===== src/rtl/fp_alu_pkg.sv =====
// Shared definitions for the sequential floating-point ALU.
// Holds the op encodings, the FSM state enum, the flag bit positions and
// the operand class encoding. Format-independent.
package fp_alu_pkg;

  localparam logic [1:0] OP_ADD = 2'b00;
  localparam logic [1:0] OP_SUB = 2'b01;
  localparam logic [1:0] OP_MUL = 2'b10;
  localparam logic [1:0] OP_MAX = 2'b11;

  localparam int FLG_INV = 2;
  localparam int FLG_OVF = 1;
  localparam int FLG_UNF = 0;

  typedef enum logic [2:0] {
    ST_IDLE, ST_SPECIAL, ST_ALIGN, ST_EXEC, ST_NORM, ST_PACK, ST_DONE
  } state_e;

  typedef enum logic [2:0] {
    CLS_ZERO, CLS_NORM, CLS_INF, CLS_QNAN, CLS_SNAN
  } cls_e;

  function automatic logic is_nan(input cls_e c);
    return (c == CLS_QNAN) || (c == CLS_SNAN);
  endfunction

endpackage


===== src/rtl/fp_classify.sv =====
// Combinational operand classifier.
// Ports: x    - packed operand {sign, exp, man}
//        cls  - zero / normal / inf / qNaN / sNaN (denormals report zero)
//        sgn  - sign bit
//        expo - biased exponent field
//        man  - mantissa with hidden bit prepended (0 for zero class)
module fp_classify
  import fp_alu_pkg::*;
#(
  parameter int EXP_W = 8,
  parameter int MAN_W = 23
) (
  input  logic [EXP_W+MAN_W:0] x,
  output cls_e                 cls,
  output logic                 sgn,
  output logic [EXP_W-1:0]     expo,
  output logic [MAN_W:0]       man
);

  logic [MAN_W-1:0] frac;

  assign sgn  = x[EXP_W+MAN_W];
  assign expo = x[EXP_W+MAN_W-1:MAN_W];
  assign frac = x[MAN_W-1:0];

  always_comb begin
    cls = CLS_NORM;
    man = {1'b1, frac};
    if (expo == '0) begin
      // denormals flush to signed zero
      cls = CLS_ZERO;
      man = '0;
    end else if (&expo) begin
      if (frac == '0)          cls = CLS_INF;
      else if (frac[MAN_W-1])  cls = CLS_QNAN;
      else                     cls = CLS_SNAN;
    end
  end

endmodule


===== src/rtl/fp_alu_seq.sv =====
// Multi-cycle floating-point ALU: add, sub (A-B), mul, max.
// One operation in flight; valid/ready on both sides.
// Ports: clk, rst (sync, active high)
//        in_valid/in_ready, in1, in2, op - operation request
//        out_valid/out_ready, out, flags - result {invalid, overflow, underflow}
// Rounding is truncation; denormal inputs are treated as signed zero.
module fp_alu_seq
  import fp_alu_pkg::*;
#(
  parameter int EXP_W = 8,
  parameter int MAN_W = 23
) (
  input  logic                 clk,
  input  logic                 rst,
  input  logic                 in_valid,
  output logic                 in_ready,
  input  logic [EXP_W+MAN_W:0] in1,
  input  logic [EXP_W+MAN_W:0] in2,
  input  logic [1:0]           op,
  output logic                 out_valid,
  input  logic                 out_ready,
  output logic [EXP_W+MAN_W:0] out,
  output logic [2:0]           flags
);

  localparam int N    = 1 + EXP_W + MAN_W;
  localparam int M    = MAN_W + 1;          // mantissa incl. hidden bit
  localparam int W    = 2 * M;              // working mantissa / product
  localparam int XW   = EXP_W + 2;          // signed working exponent
  localparam int BIAS = (1 << (EXP_W - 1)) - 1;
  localparam int CW   = $clog2(M + 1);

  localparam logic signed [XW-1:0] E_MAX  = XW'((1 << EXP_W) - 1);
  localparam logic signed [XW-1:0] E_BIAS = XW'(BIAS);
  localparam logic signed [XW-1:0] E_ONE  = XW'(1);
  localparam logic signed [XW-1:0] E_ZERO = '0;
  localparam logic [N-1:0] QNAN = {1'b0, {EXP_W{1'b1}}, 1'b1, {(MAN_W-1){1'b0}}};

  function automatic logic [N-1:0] inf_w(input logic s);
    return {s, {EXP_W{1'b1}}, {MAN_W{1'b0}}};
  endfunction

  function automatic logic [N-1:0] zero_w(input logic s);
    return {s, {(N-1){1'b0}}};
  endfunction

  state_e               state;
  logic [N-1:0]         a_r, b_r;
  logic [1:0]           op_r;
  logic                 sgn_r, sub_r;
  logic signed [XW-1:0] exp_r;
  logic [M-1:0]         mx_r, my_r;
  logic [W-1:0]         wm;
  logic [CW-1:0]        cnt;

  cls_e             ca, cb;
  logic             sa, sb, sbe;
  logic [EXP_W-1:0] ea, eb;
  logic [M-1:0]     ma, mb;

  fp_classify #(.EXP_W(EXP_W), .MAN_W(MAN_W)) u_cls_a (
    .x(a_r), .cls(ca), .sgn(sa), .expo(ea), .man(ma));
  fp_classify #(.EXP_W(EXP_W), .MAN_W(MAN_W)) u_cls_b (
    .x(b_r), .cls(cb), .sgn(sb), .expo(eb), .man(mb));

  // magnitudes with denormals flushed, for ordering and add/sub swap
  logic [N-2:0] mag_a, mag_b;
  logic         a_ge;
  assign sbe   = sb ^ (op_r == OP_SUB);
  assign mag_a = (ca == CLS_ZERO) ? '0 : a_r[N-2:0];
  assign mag_b = (cb == CLS_ZERO) ? '0 : b_r[N-2:0];
  assign a_ge  = mag_a >= mag_b;

  assign in_ready = !rst && (state == ST_IDLE);

  // special-case short cut, resolved entirely in the SPECIAL cycle
  logic         spec_hit, spec_inv, a_wins;
  logic [N-1:0] spec_res;
  always_comb begin
    spec_hit = 1'b1;
    spec_inv = 1'b0;
    spec_res = '0;
    a_wins   = 1'b0;
    if (is_nan(ca) || is_nan(cb)) begin
      spec_res = QNAN;
      spec_inv = (ca == CLS_SNAN) || (cb == CLS_SNAN);
    end else if (op_r == OP_MAX) begin
      // positive beats negative (so +0 beats -0); among negatives the
      // smaller magnitude is the larger value
      if (sa != sb) a_wins = !sa;
      else          a_wins = sa ? (mag_a <= mag_b) : a_ge;
      if (a_wins) spec_res = (ca == CLS_ZERO) ? zero_w(sa) : a_r;
      else        spec_res = (cb == CLS_ZERO) ? zero_w(sb) : b_r;
    end else if (op_r == OP_MUL) begin
      if ((ca == CLS_INF && cb == CLS_ZERO) || (ca == CLS_ZERO && cb == CLS_INF)) begin
        spec_res = QNAN;
        spec_inv = 1'b1;
      end else if (ca == CLS_INF || cb == CLS_INF)   spec_res = inf_w(sa ^ sb);
      else if (ca == CLS_ZERO || cb == CLS_ZERO)     spec_res = zero_w(sa ^ sb);
      else                                           spec_hit = 1'b0;
    end else begin
      if (ca == CLS_INF && cb == CLS_INF) begin
        spec_res = (sa != sbe) ? QNAN : inf_w(sa);
        spec_inv = (sa != sbe);
      end else if (ca == CLS_INF)                     spec_res = inf_w(sa);
      else if (cb == CLS_INF)                         spec_res = inf_w(sbe);
      else if (ca == CLS_ZERO && cb == CLS_ZERO)      spec_res = zero_w(sa & sbe);
      else if (ca == CLS_ZERO)                        spec_res = {sbe, b_r[N-2:0]};
      else if (cb == CLS_ZERO)                        spec_res = {sa, a_r[N-2:0]};
      else                                            spec_hit = 1'b0;
    end
  end

  // alignment: larger magnitude stays, smaller is shifted right
  logic [EXP_W-1:0] e_big, e_diff;
  logic [M-1:0]     m_big, m_small, m_shift;
  always_comb begin
    e_big   = a_ge ? ea : eb;
    e_diff  = a_ge ? ea - eb : eb - ea;
    m_big   = a_ge ? ma : mb;
    m_small = a_ge ? mb : ma;
    m_shift = (int'(e_diff) >= M + 1) ? '0 : m_small >> e_diff;
  end

  logic [M:0] add_sum, mul_sum;
  assign add_sum = sub_r ? {1'b0, mx_r} - {1'b0, my_r} : {1'b0, mx_r} + {1'b0, my_r};
  assign mul_sum = {1'b0, wm[W-1:M]} + {1'b0, (wm[0] ? mx_r : {M{1'b0}})};

  always_ff @(posedge clk) begin
    if (rst) begin
      state     <= ST_IDLE;
      out       <= '0;
      flags     <= '0;
      out_valid <= 1'b0;
    end else begin
      case (state)
        ST_IDLE: if (in_valid) begin
          a_r   <= in1;
          b_r   <= in2;
          op_r  <= op;
          state <= ST_SPECIAL;
        end
        ST_SPECIAL: if (spec_hit) begin
          out       <= spec_res;
          flags     <= {spec_inv, 2'b00};
          out_valid <= 1'b1;
          state     <= ST_DONE;
        end else begin
          state <= ST_ALIGN;
        end
        ST_ALIGN: begin
          if (op_r == OP_MUL) begin
            sgn_r <= sa ^ sb;
            exp_r <= $signed({2'b00, ea}) + $signed({2'b00, eb}) - E_BIAS;
            mx_r  <= ma;
            wm    <= {{M{1'b0}}, mb};  // multiplier sits in the low half
            cnt   <= '0;
          end else begin
            sgn_r <= a_ge ? sa : sbe;
            sub_r <= sa ^ sbe;
            exp_r <= $signed({2'b00, e_big});
            mx_r  <= m_big;
            my_r  <= m_shift;
          end
          state <= ST_EXEC;
        end
        ST_EXEC: begin
          if (op_r == OP_MUL) begin
            // shift-add: accumulate into the high half, retire one
            // multiplier bit from the low half per cycle
            wm  <= {mul_sum, wm[M-1:1]};
            cnt <= cnt + CW'(1);
            if (cnt == CW'(M - 1)) state <= ST_NORM;
          end else begin
            // hidden bit lands on W-2, carry on W-1, same as the product
            wm    <= {add_sum, {(M-1){1'b0}}};
            state <= ST_NORM;
          end
        end
        ST_NORM: begin
          if (wm[W-1]) begin
            wm    <= wm >> 1;
            exp_r <= exp_r + E_ONE;
            state <= ST_PACK;
          end else if (wm == '0 || wm[W-2]) begin
            state <= ST_PACK;
          end else begin
            wm    <= wm << 1;
            exp_r <= exp_r - E_ONE;
            if (wm[W-3]) state <= ST_PACK;
          end
        end
        ST_PACK: begin
          flags <= '0;
          if (wm == '0) begin
            out <= '0;                     // exact cancellation is +0
          end else if (exp_r >= E_MAX) begin
            out            <= inf_w(sgn_r);
            flags[FLG_OVF] <= 1'b1;
          end else if (exp_r <= E_ZERO) begin
            out            <= zero_w(sgn_r);
            flags[FLG_UNF] <= 1'b1;
          end else begin
            out <= {sgn_r, exp_r[EXP_W-1:0], wm[W-3 -: MAN_W]};
          end
          out_valid <= 1'b1;
          state     <= ST_DONE;
        end
        ST_DONE: if (out_ready) begin
          out_valid <= 1'b0;
          state     <= ST_IDLE;
        end
        default: state <= ST_IDLE;
      endcase
    end
  end

endmodule


===== config.mk =====
export PLATFORM = sky130hd
export DESIGN_NAME = fp_alu_seq
export DESIGN_NICKNAME = d
export VERILOG_FILES = /design/src/rtl/fp_alu_pkg.sv /design/src/rtl/fp_classify.sv /design/src/rtl/fp_alu_seq.sv
export SDC_FILE = /design/constraint.sdc
export NUM_CORES = 1
export LEC_CHECK = 0
export ABC_AREA = 1
export CAP_MARGIN = 20
export CORE_MARGIN = 2
export CORE_UTILIZATION = 55
export CTS_BUF_LIST = sky130_fd_sc_hd__clkbuf_4
export DETAILED_ROUTE_END_ITERATION = 10
export PLACE_DENSITY = 0.76
export SYNTH_ARGS = -nofsm -noshare
export SYNTH_HDL_FRONTEND = slang
export SYNTH_SLANG_ARGS = --single-unit

===== constraint.sdc =====
create_clock -name clk -period 6.3 [get_ports clk]
set_clock_uncertainty 0.15 [all_clocks]
set_input_delay 1.26 -clock clk [delete_from_list [all_inputs] [get_ports clk]]
set_output_delay 1.26 -clock clk [all_outputs]
set_load 0.02 [all_outputs]

==> key figures, run 1 <==
Yosys
  – Yosys top cell area share: 0.3041
  – Post-synthesis cell count: 2467
  – Post-Synth Simple-Gate Area: 0.2478
  – Post-Synth XOR/XNOR Area: 0.02874
  – Mapped cell area: 17670 um^2
  – Ys Warns: 0
  – Top cells by area, synth: edfxtp_1 30%, nand2_1 11%, ha_1 8.5%, o21ai_0 7.6%, inv_1 7.0%
  – Synthesized Nets: 2663
  – Synth Register Bits: 218
  – Compound-Gate Fraction of Synth Area: 0.1845
  – Multiplexer area fraction after synthesis: 0
  – Post-synth EDFFs: 179
  – Adder-cell area share of the yosys netlist: 0.09175
  – Post-synth cell types: 50
  – Main combinational cell family by area after synthesis: simple AND/OR/NAND/NOR gates
  – Top FF cell, synth: edfxtp_1
  – Leading area contributor after synthesis: edfxtp_1
  – Share of flip-flops with an asynchronous set or reset: 0
  – Average cell area after synthesis: 7.164 um^2
  – Post-synthesis sequential area ratio: 0.3483

Die
  – IO Pins: 107
  – Row count: 65
  – Die area: 33590 um^2
  – Die width: 183.3 um
  – Starting Density: 0.5587
  – Die height: 183.3 um
  – Core ar.: 31640 um^2

Timing
  – Final hold viol count: 0
  – Final setup fails: 0
  – Crit path time final: 5570 ps
  – RSZ-0062 raised after global routing: false
  – Hold_ws: 314.1 ps
  – Fmax: 179.5 MHz
  – Least-Margin Pin Slew: 1122 ps
  – Final worst path period share: 0.8842
  – Final slew viol count: 0
  – Final TNS setup: 0 ps
  – Max_slew headroom: 0.2425

Detailed routing
  – Post-route DRC: 0
  – Vias per cell: 6.026
  – 1st-iter DRT viols: 2607
  – Vias: 18050
  – DR pass1 iterations: 6
  – Final WL: 60950 um
  – Per-cell routed wire length: 20.34 um
  – Post-DRT Antenna Nets: 0

Layout
  – Area Growth Syn to Fin: 11.65%
  – Commonest non-fill, non-tap cell in the layout: nand2_1
  – Fin nets: 2739
  – Fillers: 2982
  – Most frequent cells in the layout: 511 x nand2_1, 328 x inv_1, 267 x o21ai_0
  – Final Cell Area: 19730 um^2
  – Share of layout cells above drive strength 1: 0.05941
  – Final std cells w/o fill: 2996

Setup path
  – Worst r2r src: b_r[29]$_DFFE_PP_
  – Worst-path fanout max: 31
  – Worst R2R Path Depth: 20
  – Worst Setup End Kind: flip-flop
  – WP data arrival: 6080 ps
  – Flop-to-flop setup slack: 730 ps
  – Worst EP required: 6810 ps
  – CP Class: flip-flop to flip-flop
  – Crit Reg-Reg Endpoint: out[11]$_SDFFE_PP0P_
  – Critical Path Source Type: flip-flop

Outcome
  – Status: completed

CTS
  – Root Driver: clkbuf_4
  – Clock transition at path regs: 70 ps
  – Hold-fix buffers, CTS: 0
  – Resized cells post-CTS: 0
  – Htree depth: 2
  – Setup bufs post-CTS: 0
  – CTS Buf Count: 58
  – Clk_lat worst skew: 820 ps
  – Clock Path Buffers: 3
  – Clock sink total: 218
  – TritonCTS clock tree: yes

Power
  – Final Power: 6.071 mW
  – Cell internal pwr: 3.323 mW
  – Power Density: 307.7 nW/um^2
  – Switching part of the total: 0.4526
  – P_leak: 8.863 nW
  – P_sw: 2.748 mW
  – Comb power frac: 0.456
  – Sequential fraction of design power: 0.326
  – Clock power share: 0.218
  – Worst VDD drop: 0.0001672 V

Worst hold path
  – Worst hold stages: 2
  – Worst hold endpoint: flags[2]$_SDFFE_PP0P_
  – Hold Crit Class: flip-flop to flip-flop
  – Hold path startpoint: flags[2]$_SDFFE_PP0P_

Flow run
  – Max cap viols: 0

Global route
  – Vias in the first global route: 16150
  – Largest net degree at the start of global routing: 87
  – First-pass GRT wire length: 93870 um
  – Global route total overflow: 0
  – GRT Util Overall: 0.3628
  – Antenna violations before repair: 1

Place
  – Port Buffers: 106
  – Cell area after placement: 18950 um^2
  – GPL Wtd Cong: 1.026
  – DP Wirelength: 46540 um
  – Cells after DPL: 2884
-- worst max-delay path, cell delays in order, from the launching register on --
cell,delay (ps)
edfxtp_1,520
inv_1,130
nand4_1,150
nor2_2,60
buf_4,260
nor2_1,350
inv_1,240
ha_1,360
nand2_1,60
nor2_1,220
nand2_1,120
nor2_1,140
nand2_1,150
nand3_4,300
o21ai_0,130
nand2_1,110
clkinv_1,650
o21ai_0,410
a21oi_1,70
o21ai_0,680
a21oi_1,180
-- power groups by stage --
stage	combinational, mW	sequential, mW	clock, mW
after global routing	3.04	2.00	1.40
after CTS	2.69	1.97	1.33
after global placement	2.66	2.00	0
after floorplan	1.84	2.00	0
after detailed placement	2.67	2.01	0
final	2.77	1.98	1.32
-- layout make-up --
class | instances | area [um^2] | area share
multi-input combinational | 1798 | 9799 | 0.4966
sequential | 218 | 6156 | 0.3120
inverter | 338 | 1269 | 0.06430
timing repair buffer | 129 | 1234 | 0.06252
clock buffer | 81 | 608.1 | 0.03082
tap | 402 | 503.0 | 0.02549
clock inverter | 28 | 158.9 | 0.008053
antenna | 2 | 5.005 | 0.0002536
-- logic make-up after synthesis --
family / Yosys count
DFF: 218
buffers and inverters: 451
adders and majority gates: 126
AOI/OAI and AO/OA: 590
xor gates and xnor gates: 58
and+or+nand+nor: 1024
-- state kept, by name, summed over array words and instances (netlist names) --
name       cells
sgn_r          1
op_r           2
out_valid      1
out           32
my_r          24
flags          3
a_r           32
sub_r          1
wm            48
exp_r         10
state          3
cnt            5
mx_r          24
b_r           32
-- worst max path at each step --
stage,from,to,slack [ps],cells past startpoint
CTS,a_r[24]$_DFFE_PP_,my_r[15]$_SDFFCE_PP0P_,910,23
floorplan,rst,a_r[0]$_DFFE_PP_,1220,4
finish,b_r[29]$_DFFE_PP_,out[11]$_SDFFE_PP0P_,730,20
detailed placement,a_r[24]$_DFFE_PP_,my_r[15]$_SDFFCE_PP0P_,950,23
global route,a_r[24]$_DFFE_PP_,my_r[14]$_SDFFCE_PP0P_,410,23
global placement,b_r[29]$_DFFE_PP_,my_r[15]$_SDFFCE_PP0P_,980,23
-- synthesized netlist by cell type (2+ instances only) --
| library cell | instances |
|---|---|
| a32o_1 | 9 |
| and2_1 | 2 |
| edfxtp_1 | 179 |
| nand3_1 | 219 |
| dfxtp_1 | 39 |
| nor2_2 | 5 |
| nor2_1 | 187 |
| xnor2_1 | 17 |
| nand4_1 | 39 |
| o21a_1 | 7 |
| nor4_1 | 16 |
| o21bai_1 | 8 |
| buf_1 | 8 |
| a21o_1 | 4 |
| a31oi_1 | 21 |
| buf_4 | 6 |
| o311ai_0 | 2 |
| xor2_1 | 41 |
| a211oi_1 | 2 |
| inv_1 | 328 |
| buf_2 | 21 |
| clkinv_1 | 8 |
| fa_1 | 6 |
| or2_2 | 11 |
| nand2_1 | 511 |
| o21ai_0 | 267 |
| a21oi_1 | 217 |
| o22ai_1 | 2 |
| ha_1 | 120 |
| o21ai_1 | 3 |
| inv_2 | 2 |
| a21oi_2 | 3 |
| nor3_1 | 27 |
| o221ai_1 | 27 |
| clkbuf_1 | 77 |
| o211ai_1 | 12 |
-- metal layers --
layer  wire length, um  vias to the layer above  track usage
met3              6670                      123      0.06414
li1                  -                     8581            -
met4              2093                        0       0.1174
met1             26810                     8298       0.5409
met5                 0                        -            0
met2             25370                     1051       0.5318
-- through the flow --
stage | utilization | worst slack [ps]
6_report | 0.6237 | 729.6
3_5_place_dp | 0.5991 | 950.9
4_1_cts | 0.6233 | 914.3
2_1_floorplan | - | 1216
5_1_grt | 0.6237 | 414.6
3_3_place_gp | 0.5991 | 983.4
No activity file was read; power rests on OpenSTA's default activity.
==> inputs of run 2 (changes only) <==
Settings changed: CTS_CLUSTER_DIAMETER set to 120.
==> results of run 2 <==
Final layout, timing and power as in run 1 (identical DEF).
